### config.mk
export PLATFORM = sky130hd
export DESIGN_NAME = laser_point_host
export DESIGN_NICKNAME = d
export VERILOG_FILES = /design/src/rtl/laser_point_host.sv
export SDC_FILE = /design/constraint.sdc
export NUM_CORES = 1
export LEC_CHECK = 0
export CAP_MARGIN = 20
export CORE_MARGIN = 10
export CORE_UTILIZATION = 40
export DETAILED_ROUTE_END_ITERATION = 16
export PLACE_DENSITY_LB_ADDON = 0.3
export SYNTH_ARGS = -nofsm -noshare
export SYNTH_HDL_FRONTEND = slang
export SYNTH_SLANG_ARGS = --single-unit
### constraint.sdc
create_clock -name CLK -period 14.1 [get_ports CLK]
set_input_delay 4.23 -clock CLK [delete_from_list [all_inputs] [get_ports CLK]]
set_output_delay 4.23 -clock CLK [all_outputs]
set_load 0.1 [all_outputs]
### src/rtl/laser_point_host.sv
// Host end of the LASER point-stream link: holds a 40-point pattern, streams it out,
// waits for the solver's centers, then counts the points covered by either center.
module laser_point_host #(
    parameter int NPTS    = 40,
    parameter int R_SQ    = 16,
    parameter int TMO_CYC = 4096
) (
    input  logic       CLK,
    input  logic       RST,
    input  logic       LD_EN,
    input  logic [5:0] LD_ADDR,
    input  logic [3:0] LD_X,
    input  logic [3:0] LD_Y,
    input  logic       START,
    output logic [3:0] X,
    output logic [3:0] Y,
    output logic       STRB,
    input  logic       DONE,
    input  logic [3:0] C1X,
    input  logic [3:0] C1Y,
    input  logic [3:0] C2X,
    input  logic [3:0] C2Y,
    output logic       BUSY,
    output logic       RES_VLD,
    output logic [5:0] SCORE,
    output logic       TMO,
    output logic [2:0] STATE_DBG
);

    // Handshake: STRB qualifies X/Y for exactly one cycle per point, no back-pressure;
    // DONE qualifies C1X..C2Y in its own cycle; RES_VLD qualifies SCORE/TMO for one cycle.

    localparam int WW = $clog2(TMO_CYC);
    localparam logic [5:0]    IDX_LAST  = 6'(NPTS - 1);
    localparam logic [WW-1:0] WCNT_LAST = WW'(TMO_CYC - 1);
    localparam logic [8:0]    RSQ       = 9'(R_SQ);

    typedef enum logic [2:0] {
        S_IDLE   = 3'd0,
        S_STREAM = 3'd1,
        S_WAIT   = 3'd2,
        S_SCORE  = 3'd3,
        S_REPORT = 3'd4
    } state_t;

    state_t          state;
    state_t          state_nx;
    logic [7:0]      mem [NPTS];
    logic [5:0]      idx;
    logic [WW-1:0]   wcnt;
    logic [5:0]      acc;
    logic [5:0]      score_q;
    logic            tmo_q;
    logic [3:0]      c1x_q, c1y_q, c2x_q, c2y_q;
    logic [3:0]      px, py;
    logic            covered;

    function automatic logic [8:0] dist_sq(input logic [3:0] ax, input logic [3:0] ay,
                                           input logic [3:0] bx, input logic [3:0] by);
        logic [3:0] dx;
        logic [3:0] dy;
        logic [7:0] sx;
        logic [7:0] sy;
        dx = (ax >= bx) ? ax - bx : bx - ax;
        dy = (ay >= by) ? ay - by : by - ay;
        sx = {4'd0, dx} * {4'd0, dx};
        sy = {4'd0, dy} * {4'd0, dy};
        return {1'b0, sx} + {1'b0, sy};
    endfunction

    // One read port serves both the stream and the scoring pass.
    assign {px, py} = mem[idx];
    assign covered  = (dist_sq(px, py, c1x_q, c1y_q) <= RSQ) ||
                      (dist_sq(px, py, c2x_q, c2y_q) <= RSQ);

    // Pattern RAM has no reset so a reload is not needed after an aborted run.
    always_ff @(posedge CLK) begin
        if (RST && state == S_IDLE && LD_EN && LD_ADDR <= IDX_LAST) begin
            mem[LD_ADDR] <= {LD_X, LD_Y};
        end
    end

    always_ff @(posedge CLK) begin
        if (!RST) begin
            state   <= S_IDLE;
            idx     <= '0;
            wcnt    <= '0;
            acc     <= '0;
            score_q <= '0;
            tmo_q   <= 1'b0;
            c1x_q   <= '0;
            c1y_q   <= '0;
            c2x_q   <= '0;
            c2y_q   <= '0;
        end else begin
            state <= state_nx;
            unique case (state)
                S_IDLE: begin
                    idx  <= '0;
                    wcnt <= '0;
                end
                S_STREAM: begin
                    idx <= (idx == IDX_LAST) ? 6'd0 : idx + 6'd1;
                end
                S_WAIT: begin
                    wcnt <= wcnt + 1'b1;
                    if (DONE) begin
                        c1x_q <= C1X;
                        c1y_q <= C1Y;
                        c2x_q <= C2X;
                        c2y_q <= C2Y;
                        idx   <= '0;
                        acc   <= '0;
                    end else if (wcnt == WCNT_LAST) begin
                        tmo_q   <= 1'b1;
                        score_q <= '0;
                    end
                end
                S_SCORE: begin
                    acc <= acc + 6'(covered);
                    idx <= (idx == IDX_LAST) ? 6'd0 : idx + 6'd1;
                    if (idx == IDX_LAST) begin
                        score_q <= acc + 6'(covered);
                        tmo_q   <= 1'b0;
                    end
                end
                default: begin
                end
            endcase
        end
    end

    always_comb begin
        state_nx = state;
        X        = '0;
        Y        = '0;
        STRB     = 1'b0;
        unique case (state)
            S_IDLE: begin
                if (START) state_nx = S_STREAM;
            end
            S_STREAM: begin
                X    = px;
                Y    = py;
                STRB = 1'b1;
                if (idx == IDX_LAST) state_nx = S_WAIT;
            end
            S_WAIT: begin
                if (DONE) state_nx = S_SCORE;
                else if (wcnt == WCNT_LAST) state_nx = S_REPORT;
            end
            S_SCORE: begin
                if (idx == IDX_LAST) state_nx = S_REPORT;
            end
            S_REPORT: begin
                state_nx = S_IDLE;
            end
            default: begin
                state_nx = S_IDLE;
            end
        endcase
    end

    assign BUSY      = (state != S_IDLE);
    assign RES_VLD   = (state == S_REPORT);
    assign SCORE     = score_q;
    assign TMO       = tmo_q;
    assign STATE_DBG = state;

endmodule

## Yosys cells after proc, flatten, opt, wreduce, memory -nomap -nowiden

Memories as Yosys holds them, arrays and structs flattened. A register that Yosys moved wholly into a read port is not among the register bits.
Cells that the tools add are included.

| storage, ports and cells | value |
|---|---|
| logic and storage cells | 93 |
| output and inout port bits | 21 |
| RAM bits | 320 |
| input port bits | 35 |
| memories kept | 1 |
| flip-flop bits (word level) | 50 |

Memories:

| memory | depth | width | read ports | clocked after Yosys merged registers in | wr ports | line | source |
|---|---|---|---|---|---|---|---|
| mem | 40 | 8 | 1 | 1 | 1 | 48 | `logic [7:0] mem [NPTS];` |

| cells by class | value |
|---|---|
| equal/unequal tests | 13 |
| add/sub/neg operators | 13 |
| reduce and logical (&&, ||, !) cells | 15 |
| multipliers | 4 |
| magnitude comparators | 7 |
| muxes and demuxes | 30 |

Operator list:

| cell | number |
|---|---|
| $mux 6 | 7 |
| $mul 4x4->8 | 4 |
| $sub 4x4->4 | 8 |
| $mux 4 | 6 |
| $pmux 12 s2 | 1 |
| $pmux 6 s2 | 2 |
| $add 8x8->9 | 2 |
| $le 9x5->1 const B | 2 |
| $pmux 6 s3 | 1 |
| $ge 4x4->1 | 4 |
| $mux 3 | 5 |
| $add 12x1->12 const B | 1 |
| $eq 12x12->1 const B | 1 |
| $ne 2x2->1 const B | 6 |
| $pmux 3 s4 | 1 |
| $reduce_and 4->1 | 2 |
| $add 6x1->6 | 1 |
| $add 6x1->6 const B | 1 |
| $eq 3x2->1 const B | 2 |
| $eq 6x6->1 const B | 1 |
| $le 6x6->1 const B | 1 |
| $mux 1 | 6 |
| $reduce_and 2->1 | 3 |
| $reduce_bool 3->1 | 2 |
| other kinds (9) | 12 |

## Logic depth before layout (Yosys ltp)

| logic depth | value |
|---|---|
| depth after elaboration | 9 |
| gate-level depth with buffers | 38 |
| depth with buffers taken out | 35 |

## Worst setup path before layout

No wires, ideal clock.

| path | value |
|---|---|
| path type | register to output |
| start | register state[2], in the netlist STATE_DBG[2] |
| end | output RES_VLD |
| path buffers | 1 |
| arrival time | 3.533 ns |
| required time | 9.870 ns |
| setup slack | 6.337 ns |
| cell stages (with the launch flop) | 3 |
| cell sequence | dfxtp_1 -> clkbuf_8 -> nor3b_1 |

| between the ends | value |
|---|---|
| cells in the longest elaborated chain, start to end | 1 |

RTL lines:

| what | line | source |
|---|---|---|
| from (decl) | 46 | `state_t state;` |
| from (signal assigned) | 96 | `state <= state_nx;` |
| $eq 3x3->1 | 165 | `assign RES_VLD = (state == S_REPORT);` |
| to (decl) | 24 | `output logic RES_VLD,` |

No other way between the ends.

==> metrics <==
outcome=completed; fmax=approximately 0.11 GHz; FP Rows=just under 80; grt peak-use layer=met2; Peak VDD IR=0.000117 V; kind of critical path=register to register; final setup fails=0; Syn Nets=1421; combinational family with the most area after synthesis=multiplexers; first-pass GRT wire length=61700 um; setup TNS=0 ns; max-cap violations=0; Ports=56; fraction of the mapped netlist area in adder cells=7.99%; Tightest Pin Transition=0.991 ns; CTS clock-pin slew for the worst setup and hold paths=0.06 ns; async set-or-reset flop fraction in the synthesized netlist=0%; worst r2r dst=SCORE[4]$_SDFFE_PN0P_; Arrival @ worst endpoint=9.79 ns; Crit path largest cell delay=0.82 ns; Final Cycle Share=65.9%; relative slew slack=33.7%; CP most frequent cell=fa_1; GR met3 Demand/Resource=between 3 and 4%; Die H=roughly 230 um; final net count=1478; vias after detailed routing=10400; class of the worst hold path=register to register; # clock sinks=376; synthesized cell area=17900 um2; hold path start=TMO$_SDFFE_PN0P_; critical path capture point type=register; Starting Density=40.4%; RSZ-0062 raised after global routing=false; die width=between 200 and 250 um; CP Max Fanout=around 110; Period minus WS final=9.29 ns; layout cell share with drive strength beyond 1=10.2%; largest net degree at the start of global routing=107; critical path's slowest cell=dfxtp_4; Layout area overhead=13.2%; Finished Cell Area=20200 um2; hold endpoint=TMO$_SDFFE_PN0P_; Sw Ratio=roughly 27%; GP Congestion=around 0.82; ys flop type=edfxtp_1; final wirelength=roughly 39000 um; post-synthesis xor/xnor area fraction=less than 1%; Net Switching=0.749 mW; Clock Root Buffer=clkbuf_16; cts hold-fix bufs=0; max-slew violations=0; dpl hpwl=approximately 26000 um; Syn. warnings=0; Inserted Diodes=0; Compound-Gate Fraction of Synth Area=8.72%; vias in the first global route=~11000; CTS tree=built; Cell Int Power=2.02 mW; Final Skew=0.0260 ns; clock share of power=37.6%; Placed Area=18900 um2; Flop pwr share=44.1%; mux cell area share after synthesis=10.7%; M1 GR Usage=19.6%; vias per inst=~5.3; PortBufs=55; Synth cell types=68; drt wl/cell=20.0 um; sequential share of the synthesized area=60.1%; Startpoint Class=register; initial antenna violation count=0; Worst Path Required=14.60 ns; worst reg-to-reg path cell count=32; DRC viols=0; GRT Overall Usage=14.7%; grt ovf=0; Gate Count Post-Synth=around 1300; core area=44200 um2; Post-Synth Simple-Gate Area=8.09%; CTS H-tree depth=2; cts repair resizes=0; synthesized flop and latch total=between 300 and 400; pwr/cell area=137 nW/um2; fillcell total=3923; number of flops mapped to enable cells by yosys=320; clock buffer depth=3; Final Hold Vio Count=0; clk_lat worst skew=0.58 ns; Logic pwr share=18.3%; initial DRC count=780; leakage dissipation=6.70 nW; Detail Route Antenna Nets=0; M2 GR Usage=23.2%; drt pass-1 iters=5; average cell area after synthesis=13.8 um2; postcts setup bufs=0; die area=53500 um2; WHS Path Cells=2; Num CTS Buffers=41; FF-to-FF setup slack=4.81 ns
[worst max-delay path: cells and delay by family (launching register included)]
kind	cells	cell delay [ns]
compound gates	7	1.03
xor+xnor	2	0.28
fa+ha+maj	9	3.49
buf+inv	4	0.94
flops	1	0.82
mux	3	1.48
simple gates	7	1.13
[state kept, by name, summed over array words and instances (netlist names), named ones only]
register   count
c2x_q          4
acc            6
c2y_q          4
wcnt          12
TMO            1
idx            6
c1y_q          4
SCORE          6
STATE_DBG      3
mem          320
c1x_q          4
[how the worst max path moves through the flow]
stage	slack [ns]	end	depth (start not counted)
2_1_floorplan	6.34	RES_VLD	2
3_3_place_gp	4.89	SCORE[4]$_SDFFE_PN0P_	32
3_5_place_dp	4.77	SCORE[4]$_SDFFE_PN0P_	32
4_1_cts	4.74	SCORE[4]$_SDFFE_PN0P_	32
5_1_grt	4.19	SCORE[4]$_SDFFE_PN0P_	34
6_report	4.81	SCORE[4]$_SDFFE_PN0P_	32
[Yosys cell counts, types with 11 or more instances]
library cell  count  area, um2
a21boi_0         19        143
a21oi_1          61        305
a22oi_1          65        488
buf_2            11       55.1
buf_6            14        158
clkbuf_1         17       63.8
dfxtp_1          56       1120
edfxtp_1        320       9610
fa_1             30        601
ha_1             66        826
inv_1            74        278
mux2_2           11        124
mux2i_1         142       1420
mux4_2           16        360
nand2_1          68        255
nand3_1          19       95.1
nor2_1           78        293
nor2b_1          33        206
o21ai_0          26        130
[area by class of cell]
type	count	area [um2]	share of cell area [%]
Clock inverter	23	244	1.21
Inverter	77	289	1.43
Sequential cell	376	10700	53.1
Clock buffer	51	1060	5.26
Multi-Input combinational cell	782	6480	32.1
Timing Repair Buffer	69	663	3.28
Tap cell	592	741	3.66
[per-stage QoR]
stage          util, %  hold WS [ns]  setup slack [ns]  total power [mW]  std cells
6_report          45.7         0.453              4.81              2.77       1970
5_1_grt           45.7         0.483              4.19              2.92       1970
4_1_cts           45.7         0.451              4.74              2.80       1970
3_5_place_dp      42.8         0.441              4.77              1.76       1896
3_3_place_gp      42.7         0.445              4.89              1.75       1895
2_1_floorplan        -         0.443              6.34              1.63       1290
[power groups by stage]
stage	clock, mW	sequential, mW	combinational [mW]
after CTS	1.07	1.22	0.515
after global placement	0	1.24	0.504
after floorplan	0	1.24	0.387
after detailed placement	0	1.24	0.512
final	1.04	1.22	0.506
after global routing	1.11	1.22	0.585
[cells in the final DEF, fill, tap and decap left out, types with 54 or more instances in the layout]
| master | count |
|---|---|
| clkdlybuf4s50_1 | 54 |
| mux2i_1 | 142 |
| nor2_1 | 77 |
| edfxtp_1 | 320 |
| nand2_1 | 68 |
| a21oi_1 | 61 |
| a22oi_1 | 65 |
| ha_1 | 66 |
| dfxtp_1 | 55 |
| inv_1 | 74 |
[kinds of logic after synthesis]
logic type,count (synthesis)
flip-flops,376
multiplexers,169
adder cells (fa/ha/maj),96
XOR/XNOR,15
buffers and inverters,132
AND/OR/NAND/NOR,275
AO/OA/AOI/OAI,227
[metal layers]
layer	routed length, um	up-vias
li1	-	4920
met1	17800	5186
met2	18300	248
met3	2410	60
met4	991	0
met5	0	-
No activity file was read; power rests on OpenSTA's default activity.
